File: src/rtl/int_sched_if.sv
// Request/issue bundle for int_sched: two requesters on one side, the shared
// intcalc unit on the other. The slave modport is the scheduler's view.
interface int_sched_if #(
  parameter int WIDTH = 32
);
  logic [1:0]         req_i;
  logic [7:0]         func_i;
  logic [2*WIDTH-1:0] in1_i;
  logic [2*WIDTH-1:0] in2_i;
  logic [1:0]         flush_i;
  logic [1:0]         gnt_o;
  logic [1:0]         done_o;
  logic [WIDTH-1:0]   result_o;
  logic               busy_o;
  logic [3:0]         int_func_o;
  logic [WIDTH-1:0]   int_in1_o;
  logic [WIDTH-1:0]   int_in2_o;
  logic [WIDTH-1:0]   int_out_i;

  modport slave (
    input  req_i, func_i, in1_i, in2_i, flush_i, int_out_i,
    output gnt_o, done_o, result_o, busy_o, int_func_o, int_in1_o, int_in2_o
  );

  modport master (
    output req_i, func_i, in1_i, in2_i, flush_i, int_out_i,
    input  gnt_o, done_o, result_o, busy_o, int_func_o, int_in1_o, int_in2_o
  );
endinterface

File: src/rtl/int_sched.sv
// Two-requester sequencer for the shared multi-cycle intcalc unit.
// Define INT_SCHED_RR_EN for round-robin tie-breaking; otherwise requester 0 has fixed priority.
//
// Handshake: req_i[r] is a level; the requester holds it with stable func/operands
// until gnt_o[r] is seen high in a cycle (that cycle is the accept). Completion is
// a single-cycle done_o[owner] pulse with result_o valid alongside; there is no
// backpressure on completion. flush_i[r] cancels r's in-flight op or blocks its grant.
module int_sched #(
  parameter int LATENCY = 4,
  parameter int WIDTH   = 32
) (
  input  logic        clk_i,
  input  logic        rst_i,
  int_sched_if.slave  bus,
  output logic        dbg_state_o
);

  typedef enum logic {
    IDLE = 1'b0,
    BUSY = 1'b1
  } state_t;

  localparam logic [3:0] CNT_INIT = 4'(LATENCY - 1);

  state_t           state_q, state_d;
  logic [3:0]       cnt_q, cnt_d;
  logic             owner_q, owner_d;
  logic [1:0]       done_q, done_d;
  logic [WIDTH-1:0] result_q;
  logic [3:0]       func_q;
  logic [WIDTH-1:0] in1_q, in2_q;

  logic [1:0]       eff_req;
  logic             win;
  logic [1:0]       gnt;
  logic             load;
  logic             capture;

  // A requester flushing in the same cycle it requests is not eligible.
  assign eff_req = bus.req_i & ~bus.flush_i;

`ifdef INT_SCHED_RR_EN
  logic last_q;

  always_comb begin
    win = ~eff_req[0];
    if (eff_req == 2'b11) win = ~last_q;
  end

  always_ff @(posedge clk_i or negedge rst_i) begin
    if (!rst_i) begin
      last_q <= 1'b1;
    end else if (load) begin
      last_q <= win;
    end
  end
`else
  assign win = ~eff_req[0];
`endif

  always_comb begin
    state_d = state_q;
    cnt_d   = cnt_q;
    owner_d = owner_q;
    done_d  = 2'b00;
    gnt     = 2'b00;
    load    = 1'b0;
    capture = 1'b0;
    case (state_q)
      IDLE: begin
        if (|eff_req) begin
          gnt[win] = 1'b1;
          load     = 1'b1;
          owner_d  = win;
          cnt_d    = CNT_INIT;
          state_d  = BUSY;
        end
      end
      BUSY: begin
        // Owner flush takes precedence over a completion in the same cycle.
        if (bus.flush_i[owner_q]) begin
          state_d = IDLE;
        end else if (cnt_q == 4'd0) begin
          capture         = 1'b1;
          done_d[owner_q] = 1'b1;
          state_d         = IDLE;
        end else begin
          cnt_d = cnt_q - 4'd1;
        end
      end
      default: state_d = IDLE;
    endcase
  end

  always_ff @(posedge clk_i or negedge rst_i) begin
    if (!rst_i) begin
      state_q  <= IDLE;
      cnt_q    <= 4'd0;
      owner_q  <= 1'b0;
      done_q   <= 2'b00;
      result_q <= '0;
      func_q   <= 4'd0;
      in1_q    <= '0;
      in2_q    <= '0;
    end else begin
      state_q <= state_d;
      cnt_q   <= cnt_d;
      owner_q <= owner_d;
      done_q  <= done_d;
      if (capture) result_q <= bus.int_out_i;
      if (load) begin
        func_q <= win ? bus.func_i[7:4] : bus.func_i[3:0];
        in1_q  <= win ? bus.in1_i[2*WIDTH-1:WIDTH] : bus.in1_i[WIDTH-1:0];
        in2_q  <= win ? bus.in2_i[2*WIDTH-1:WIDTH] : bus.in2_i[WIDTH-1:0];
      end
    end
  end

  assign bus.gnt_o      = gnt;
  assign bus.done_o     = done_q;
  assign bus.result_o   = result_q;
  assign bus.busy_o     = (state_q == BUSY);
  assign bus.int_func_o = func_q;
  assign bus.int_in1_o  = in1_q;
  assign bus.int_in2_o  = in2_q;
  assign dbg_state_o    = state_q;

  a_gnt_onehot: assert property (@(posedge clk_i) disable iff (!rst_i) $onehot0(bus.gnt_o));
  a_done_onehot: assert property (@(posedge clk_i) disable iff (!rst_i) $onehot0(bus.done_o));
  // Operands presented to intcalc must not move while it is computing.
  a_ops_stable: assert property (@(posedge clk_i) disable iff (!rst_i)
    (state_q == BUSY) |=> ($stable(func_q) && $stable(in1_q) && $stable(in2_q)));

endmodule

File: src/flat_wrapper.sv
// flat-port wrapper written by rule: the top's interface ports become plain ports
module int_sched_flat 
#(
  parameter int LATENCY = 4,
  parameter int WIDTH   = 32
)
  (clk_i, rst_i, dbg_state_o, bus_req_i, bus_func_i, bus_in1_i, bus_in2_i, bus_flush_i, bus_int_out_i, bus_gnt_o, bus_done_o, bus_result_o, bus_busy_o, bus_int_func_o, bus_int_in1_o, bus_int_in2_o);
  int_sched_if #(.WIDTH(WIDTH)) bus_i ();
  input  logic clk_i;
  input  logic rst_i;
  output logic dbg_state_o;
  input wire logic [$bits(bus_i.req_i)-1:0] bus_req_i;
  input wire logic [$bits(bus_i.func_i)-1:0] bus_func_i;
  input wire logic [$bits(bus_i.in1_i)-1:0] bus_in1_i;
  input wire logic [$bits(bus_i.in2_i)-1:0] bus_in2_i;
  input wire logic [$bits(bus_i.flush_i)-1:0] bus_flush_i;
  input wire logic [$bits(bus_i.int_out_i)-1:0] bus_int_out_i;
  output wire logic [$bits(bus_i.gnt_o)-1:0] bus_gnt_o;
  output wire logic [$bits(bus_i.done_o)-1:0] bus_done_o;
  output wire logic [$bits(bus_i.result_o)-1:0] bus_result_o;
  output wire logic [$bits(bus_i.busy_o)-1:0] bus_busy_o;
  output wire logic [$bits(bus_i.int_func_o)-1:0] bus_int_func_o;
  output wire logic [$bits(bus_i.int_in1_o)-1:0] bus_int_in1_o;
  output wire logic [$bits(bus_i.int_in2_o)-1:0] bus_int_in2_o;
  assign bus_i.req_i = bus_req_i;
  assign bus_i.func_i = bus_func_i;
  assign bus_i.in1_i = bus_in1_i;
  assign bus_i.in2_i = bus_in2_i;
  assign bus_i.flush_i = bus_flush_i;
  assign bus_i.int_out_i = bus_int_out_i;
  assign bus_gnt_o = bus_i.gnt_o;
  assign bus_done_o = bus_i.done_o;
  assign bus_result_o = bus_i.result_o;
  assign bus_busy_o = bus_i.busy_o;
  assign bus_int_func_o = bus_i.int_func_o;
  assign bus_int_in1_o = bus_i.int_in1_o;
  assign bus_int_in2_o = bus_i.int_in2_o;
  int_sched #(.LATENCY(LATENCY), .WIDTH(WIDTH)) u_core (.clk_i(clk_i), .rst_i(rst_i), .bus(bus_i), .dbg_state_o(dbg_state_o));
endmodule
File: config.mk
export PLATFORM = sky130hd
export DESIGN_NAME = int_sched_flat
export DESIGN_NICKNAME = d
export VERILOG_FILES = /design/src/rtl/int_sched_if.sv /design/src/rtl/int_sched.sv /design/src/flat_wrapper.sv
export SDC_FILE = /design/constraint.sdc
export NUM_CORES = 1
export LEC_CHECK = 0
export BUFFER_PORTS_ARGS = -buffer_cell sky130_fd_sc_hd__buf_2
export CAP_MARGIN = 30
export CORE_MARGIN = 8
export CORE_UTILIZATION = 40
export CTS_CLUSTER_DIAMETER = 60
export CTS_CLUSTER_SIZE = 14
export DETAILED_ROUTE_END_ITERATION = 6
export PLACE_DENSITY_LB_ADDON = 0.3
export SYNTH_ARGS = -nofsm -noshare
export SYNTH_HDL_FRONTEND = slang
export SYNTH_SLANG_ARGS = --single-unit
File: constraint.sdc
create_clock -name clk_i -period 1.6 [get_ports clk_i]
set_input_delay 0.24 -clock clk_i [delete_from_list [all_inputs] [get_ports clk_i]]
set_output_delay 0.24 -clock clk_i [all_outputs]
set_load 0.01 [all_outputs]
; After elaboration in Yosys (flattened, before gate mapping)
; Cells that the tools add are included.
[word_totals]
latch_bits = 0
regBits = 108
mem_bits_rw = 0
output_inout_bits = 106
mem_count = 0
mem_bits_ro = 0
[op_classes]
n_shift = 0
reduce_logical = 6
div = 0
magnitude_cmp = 4
mul = 0
add_sub_neg = 1
bitwise_logic = 4
eq_ne = 3
muxes = 26
[op_table]
columns = op, n
row1 = $mux 32, 2
row2 = $mux 4, 4
row3 = $mux 1, 11
row4 = $mux 2, 5
row5 = $pmux 4 s2, 1
row6 = $logic_not 4->1, 1
row7 = $lt 1x2->1 const B, 2
row8 = $ne 2x2->1 const B, 2
row9 = $sub 4x1->4 const B, 1
row10 = $reduce_and 3->1, 1
row11 = $and 2x2->2, 1
row12 = $demux 1 s1, 2
row13 = $ge 1x1->1 const B, 2
row14 = $logic_and 1x1->1, 2
row15 = $ne 2x1->1 const B, 1
row16 = $not 1->1, 2
row17 = $not 2->2, 1
row18 = $pmux 1 s2, 1
row19 = $reduce_and 2->1, 1
row20 = $reduce_or 2->1, 1

; Longest topological paths before layout
[logic_depth]
ltp_word = 9
depth_mapped = 7
depth_no_buf = 6

; Worst setup path before layout
; Ideal clock, no wire load.
[synth_path]
path_kind = register to register
startpoint = register u_core.owner_q
endpoint = register u_core.result_q[10] (netlist: u_core.bus.result_o[10])
arrival_time_ns = 1.622
setup_slack_ns = -0.147
t_required_ns = 1.475
path_stages_with_launch = 7
n_path_buf = 2
period_less_slack_ns = 1.747
path_cell_list = dfrtp_1 mux2i_1 nand2_1 or3_1 buf_6 buf_12 mux2_4
[synth_via]
elab_chain_cells = 4
[synth_lines]
columns = element, line_no
row1 = "start, declared", int_sched.sv:27  ; logic owner_q, owner_d;
row2 = "start signal, assigned", int_sched.sv:108  ; owner_q <= owner_d;
row3 = $mux 1 (not written as such) (2 in series), int_sched.sv:81  ; if (bus.flush_i[owner_q]) begin
row4 = $mux 1, int_sched.sv:81
row5 = $mux 1, int_sched.sv:69  ; case (state_q)
row6 = "end signal, assigned", int_sched.sv:110  ; if (capture) result_q <= bus.int_out_i;
row7 = "end, declared", int_sched.sv:29  ; logic [WIDTH-1:0] result_q;
; No other way between the ends. The select of a mux whose other input is x is not followed.
; A chain may end at the register's enable or synchronous reset.

; Worst setup path after layout
[layout_path]
startpoint = register u_core.cnt_q[0]
endpoint = register u_core.result_q[30] (netlist: u_core.bus.result_o[30])
[layout_via]
elab_chain_cells = 4
[layout_lines]
columns = element, line_no
row1 = "start, declared", int_sched.sv:26  ; logic [3:0] cnt_q, cnt_d;
row2 = "start signal, assigned", int_sched.sv:107  ; cnt_q <= cnt_d;
row3 = $logic_not 4->1, int_sched.sv:83  ; end else if (cnt_q == 4'd0) begin
row4 = $mux 1, int_sched.sv:83
row5 = $mux 1, int_sched.sv:81
row6 = $mux 1, int_sched.sv:69
; No other way between the ends.

==> out/qor.txt <==
STATUS
--------------------------------------------------------------------------------------------------
Outcome                                                                               complete, but fails checks
Violations in the final reports                                                       negative setup slack

WORST SETUP PATH
--------------------------------------------------------------------------------------------------
Critical path type                                                                      reg -> reg
Data arrival time of the worst path                                                        1.98 ns
Longest individual stage delay on the worst path                                           0.44 ns
CP Data Required Time                                                                      1.82 ns
Cell chain of the critical path                                                       inv_2, ha_4, nand2_1, or3_4, buf_16, mux2_4
Critical Path End Type                                                                    register
Slowest stage cell on the critical path                                               sky130_fd_sc_hd__or3_4
Max Fanout on Critical Path                                                                     16
CP Launch Type                                                                            register

PWR
--------------------------------------------------------------------------------------------------
Sequential share of power                                                                    42.1%
Total power divided by cell area                                                       1620 nW/µm²
Portion of total power attributed to combinational logic                                     40.1%
Overall power after layout                                                                11000 µW
Internal power contribution                                                                7130 µW
Clock Power Share                                                                            17.8%
Net Sw Frac                                                                                  35.1%
Leak                                                                                    0.00403 µW
Sw power                                                                                   3860 µW
Worst IR Drop VDD                                                                       0.000748 V

TIMING
--------------------------------------------------------------------------------------------------
Min Clock Period, post-route                                                               1.76 ns
Worst-margin pin slew                                                                     0.620 ns
PnR worst setup slack                                                                    -0.160 ns
Setup-failing EPs final                                                                         34
Headroom to the max-slew limit                                                               58.7%
Final cycle utilization of the critical path                                                  110%
Sum Neg Setup Slack                                                                       -4.51 ns
Achievable clock frequency                                                               0.568 GHz
Worst Clk Skew                                                                          0.00390 ns
Max Transition Viols Final                                                                       0
Setup repair after global routing missed its margin                                           true
Final Hold Viols                                                                                 0

FINISH
--------------------------------------------------------------------------------------------------
FF/Latch Area                                                                             2700 µm²
Layout cell share with drive strength beyond 1                                               51.0%
Nets@finish                                                                                    862
Final core utilization                                                                       57.0%
Filler cells                                                                                  1075
Multi-input combinational cell area                                                       1980 µm²
Number of antenna repair diodes                                                                  0
Non-Filler Instances                                                                           835
Area growth from synthesis to layout                                                         40.9%

LOGIC SYNTHESIS
--------------------------------------------------------------------------------------------------
Yosys synthesis warning count                                                                    0
Net Count, Synth                                                                               582
Primary flip-flop cell chosen by synthesis mapping                                    sky130_fd_sc_hd__dfrtp_1
Post-synthesis instance total                                                                  407
Post-synthesis instance area                                                              4820 µm²
Flop and latch count out of synthesis                                                          108
Number of synthesized flops with an enable pin                                                   0
Area share of the largest cell type after synthesis                                          56.1%
Main area contributors after synthesis                                                sky130_fd_sc_hd__dfrtp_1 56%, sky130_fd_sc_hd__mux2i_1 15%, sky130_fd_sc_hd__mux2_4 8.7%, sky130_fd_sc_hd__o21ai_0 7.3%, sky130_fd_sc_hd__nand2_1 5.7%
Post-synthesis area per instance                                                          11.8 µm²
Post-synthesis async set-or-reset flop share                                                  100%
Top cell type by total area after synthesis                                           sky130_fd_sc_hd__dfrtp_1
Number of distinct library cells after synthesis                                                26
Sequential area share after synthesis                                                        56.1%

DIE
--------------------------------------------------------------------------------------------------
Die width                                                                                   126 µm
Placement row count                                                                             40
Placeable core region                                                                    11900 µm²
Initial cell density of the core                                                             40.5%
DIE AREA                                                                                 15800 µm²
Vertical extent of the die                                                                  126 µm
Number of primary I/O pins                                                                     280

CLOCKING
--------------------------------------------------------------------------------------------------
CTS tree                                                                                     built
Worst skew pair latency                                                                    0.34 ns
Num CTS Buffers                                                                                  9
Maximum buffer depth of the clock tree                                                           2
Clock transition time at the flip-flop clock pins of the worst setup and hold paths        0.06 ns
Maximum level of the CTS H-tree                                                                  3
Sink count of the clock tree                                                                   108
Root cell of the clock tree                                                           sky130_fd_sc_hd__clkbuf_16

ROUTE
--------------------------------------------------------------------------------------------------
First drt pass iteration count                                                                   5
Routed WL per cell                                                                         16.6 µm
Vias per cell                                                                                 4.79
Sum of met2 wire segment lengths after detailed routing                                    6670 µm
Met3 WL post-DR                                                                            1200 µm
Met1 Routed Length                                                                         5760 µm
Post-DRT Antenna Nets                                                                            0
Residual DRC count                                                                               0
DRT Wirelength                                                                            13900 µm
Detailed-route via count                                                                      4002
Highest layer used for signal routing                                                         met4
Iteration-0 DRC count of the detailed router                                                   188

FLOW RUN
--------------------------------------------------------------------------------------------------
Number of maximum-capacitance constraint violations                                              0

PLACEMENT
--------------------------------------------------------------------------------------------------
Number of input and output port buffers inserted                                               279
Routability-driven placement congestion ratio                                                0.822
Detailed placement HPWL                                                                   10700 µm
Cell count after placement                                                                     817

GLOBAL ROUTE
--------------------------------------------------------------------------------------------------
Maximum number of pins on one net before global-route repair                                   109
Initial antenna violation count                                                                  0
Global route total overflow                                                                      0
GRT Util Overall                                                                             17.4%
Via count of the first global-routing pass                                                    4434
First-pass GRT wire length                                                                22300 µm

WORST HOLD PATH
--------------------------------------------------------------------------------------------------
Worst min path class                                                                     in -> reg

-- metrics by stage --
stage | worst slack (ns) | area [µm²] | hold slack, ns
2_1_floorplan | -0.108 | 4820 | -0.0556
3_3_place_gp | -0.203 | 6420 | 0.353
3_5_place_dp | -0.257 | 6420 | 0.367
4_1_cts | -0.132 | 6780 | 0.117
5_1_grt | -0.224 | 6790 | 0.125
6_report | -0.160 | 6790 | 0.131
-- what timing repair did --
action | in CTS | in global routing
resized for setup | 8 | 4
buffers inserted | 3 | 0
pin swaps | 1 | 0
gates cloned | 2 | 0
hold buffers | 1 | 0
endpoints found under the hold margin | 2 | 0
endpoints found under the setup margin | 33 | 36
-- metal layers --
| layer | vias to the layer above | GRT usage, % |
|---|---|---|
| met4 | 0 | 7.08 |
| met3 | 18 | 6.24 |
| li1 | 1950 | - |
| met2 | 198 | 29.0 |
| met5 | - | 0 |
| met1 | 1836 | 20.1 |
-- cell type report --
type | count | area share (%)
flip-flops and latches | 108 | 39.8
well taps | 147 | 2.71
repair buffers | 298 | 24.4
inverters | 4 | 0.221
multi-input cells | 266 | 29.2
clock buffers | 12 | 3.63
-- critical path: cells and delay by family, from the launching register on --
kind                     cells  cell delay (ns)
buffers and inverters        2             0.28
flip-flops                   1             0.40
AND/OR/NAND/NOR              2             0.51
adder cells (fa/ha/maj)      1             0.14
multiplexers                 1             0.30
-- sequential cells by signal (all words and copies together) (netlist names) --
| name | cells |
|---|---|
| u_core.bus.int_in1_o | 32 |
| u_core.bus.int_in2_o | 32 |
| u_core.bus.result_o | 32 |
| u_core.bus.int_func_o | 4 |
| u_core.cnt_q | 4 |
| u_core.bus.done_o | 2 |
| u_core.bus.busy_o | 1 |
| u_core.owner_q | 1 |
-- cell usage after synthesis (all sizes together), types with 2 or more instances --
| master | count |
|---|---|
| mux2 | 33 |
| nand3 | 5 |
| nand2 | 73 |
| clkbuf | 19 |
| nor2b | 2 |
| dfrtp | 108 |
| nor2 | 3 |
| inv | 4 |
| buf | 10 |
| mux2i | 70 |
| o21ai | 70 |
| nand2b | 2 |
-- placed cells by master, fill, tap and decap left out --
| cell | n |
|---|---|
| sky130_fd_sc_hd__clkbuf_8 | 1 |
| sky130_fd_sc_hd__nor2b_1 | 2 |
| sky130_fd_sc_hd__nand3_1 | 4 |
| sky130_fd_sc_hd__dlygate4sd3_1 | 1 |
| sky130_fd_sc_hd__mux2i_1 | 69 |
| sky130_fd_sc_hd__buf_12 | 6 |
| sky130_fd_sc_hd__o21bai_1 | 1 |
| sky130_fd_sc_hd__a21o_4 | 1 |
| sky130_fd_sc_hd__or3_4 | 1 |
| sky130_fd_sc_hd__dfrtp_1 | 108 |
| sky130_fd_sc_hd__mux2i_2 | 1 |
| sky130_fd_sc_hd__buf_4 | 11 |
| sky130_fd_sc_hd__nor3b_2 | 1 |
| sky130_fd_sc_hd__o21ai_0 | 70 |
| sky130_fd_sc_hd__nand2b_4 | 1 |
| sky130_fd_sc_hd__nor2_2 | 2 |
| sky130_fd_sc_hd__mux2_2 | 5 |
| sky130_fd_sc_hd__inv_2 | 1 |
| sky130_fd_sc_hd__clkbuf_16 | 9 |
| sky130_fd_sc_hd__nand2_1 | 73 |
| sky130_fd_sc_hd__nand2b_1 | 1 |
| sky130_fd_sc_hd__inv_1 | 3 |
| sky130_fd_sc_hd__buf_16 | 2 |
| sky130_fd_sc_hd__mux2_4 | 28 |
| sky130_fd_sc_hd__nand3_2 | 1 |
| sky130_fd_sc_hd__and2_1 | 1 |
| sky130_fd_sc_hd__clkbuf_1 | 2 |
| sky130_fd_sc_hd__a32o_1 | 1 |
| sky130_fd_sc_hd__buf_2 | 278 |
| sky130_fd_sc_hd__ha_4 | 1 |
| sky130_fd_sc_hd__nor2_1 | 1 |
| sky130_fd_sc_hd__or4_4 | 1 |
-- final timing paths --
kind / startpoint / end / slack [ns] / cells past startpoint
max in group asynchronous: rst_i / u_core.bus.int_in2_o[23]$_DFFE_PN0P_ / 0.61 / 3
min in group asynchronous: rst_i / u_core.bus.result_o[17]$_DFFE_PN0P_ / 0.46 / 3
worst min-delay path: bus_int_out_i[27] / u_core.bus.result_o[27]$_DFFE_PN0P_ / 0.13 / 2
worst max-delay path: u_core.cnt_q[0]$_DFFE_PN0P_ / u_core.bus.result_o[30]$_DFFE_PN0P_ / -0.16 / 6
worst min register to register: u_core.bus.int_in1_o[30]$_DFFE_PN0P_ / u_core.bus.int_in1_o[30]$_DFFE_PN0P_ / 0.47 / 2
worst max register to register: u_core.cnt_q[0]$_DFFE_PN0P_ / u_core.bus.result_o[30]$_DFFE_PN0P_ / -0.16 / 6
-- cells by family after synthesis --
group / count (synthesis) / synth area share, %
AOI/OAI and AO/OA: 73 / 7.79
buffers and inverters: 33 / 3.89
adders and majority gates: 1 / 0.260
DFF: 108 / 56.1
muxes: 103 / 24.4
and+or+nand+nor: 89 / 7.55
-- power by group through the flow --
stage	clock, µW	sequential, µW	combinational [µW]
global placement	0	4620	4300
global route	2110	4800	4890
finish	1950	4630	4400
floorplan	0	5230	1630
CTS	2010	4640	4490
detailed placement	0	4660	4420
Note: power is estimated with default switching activity, not from simulation.
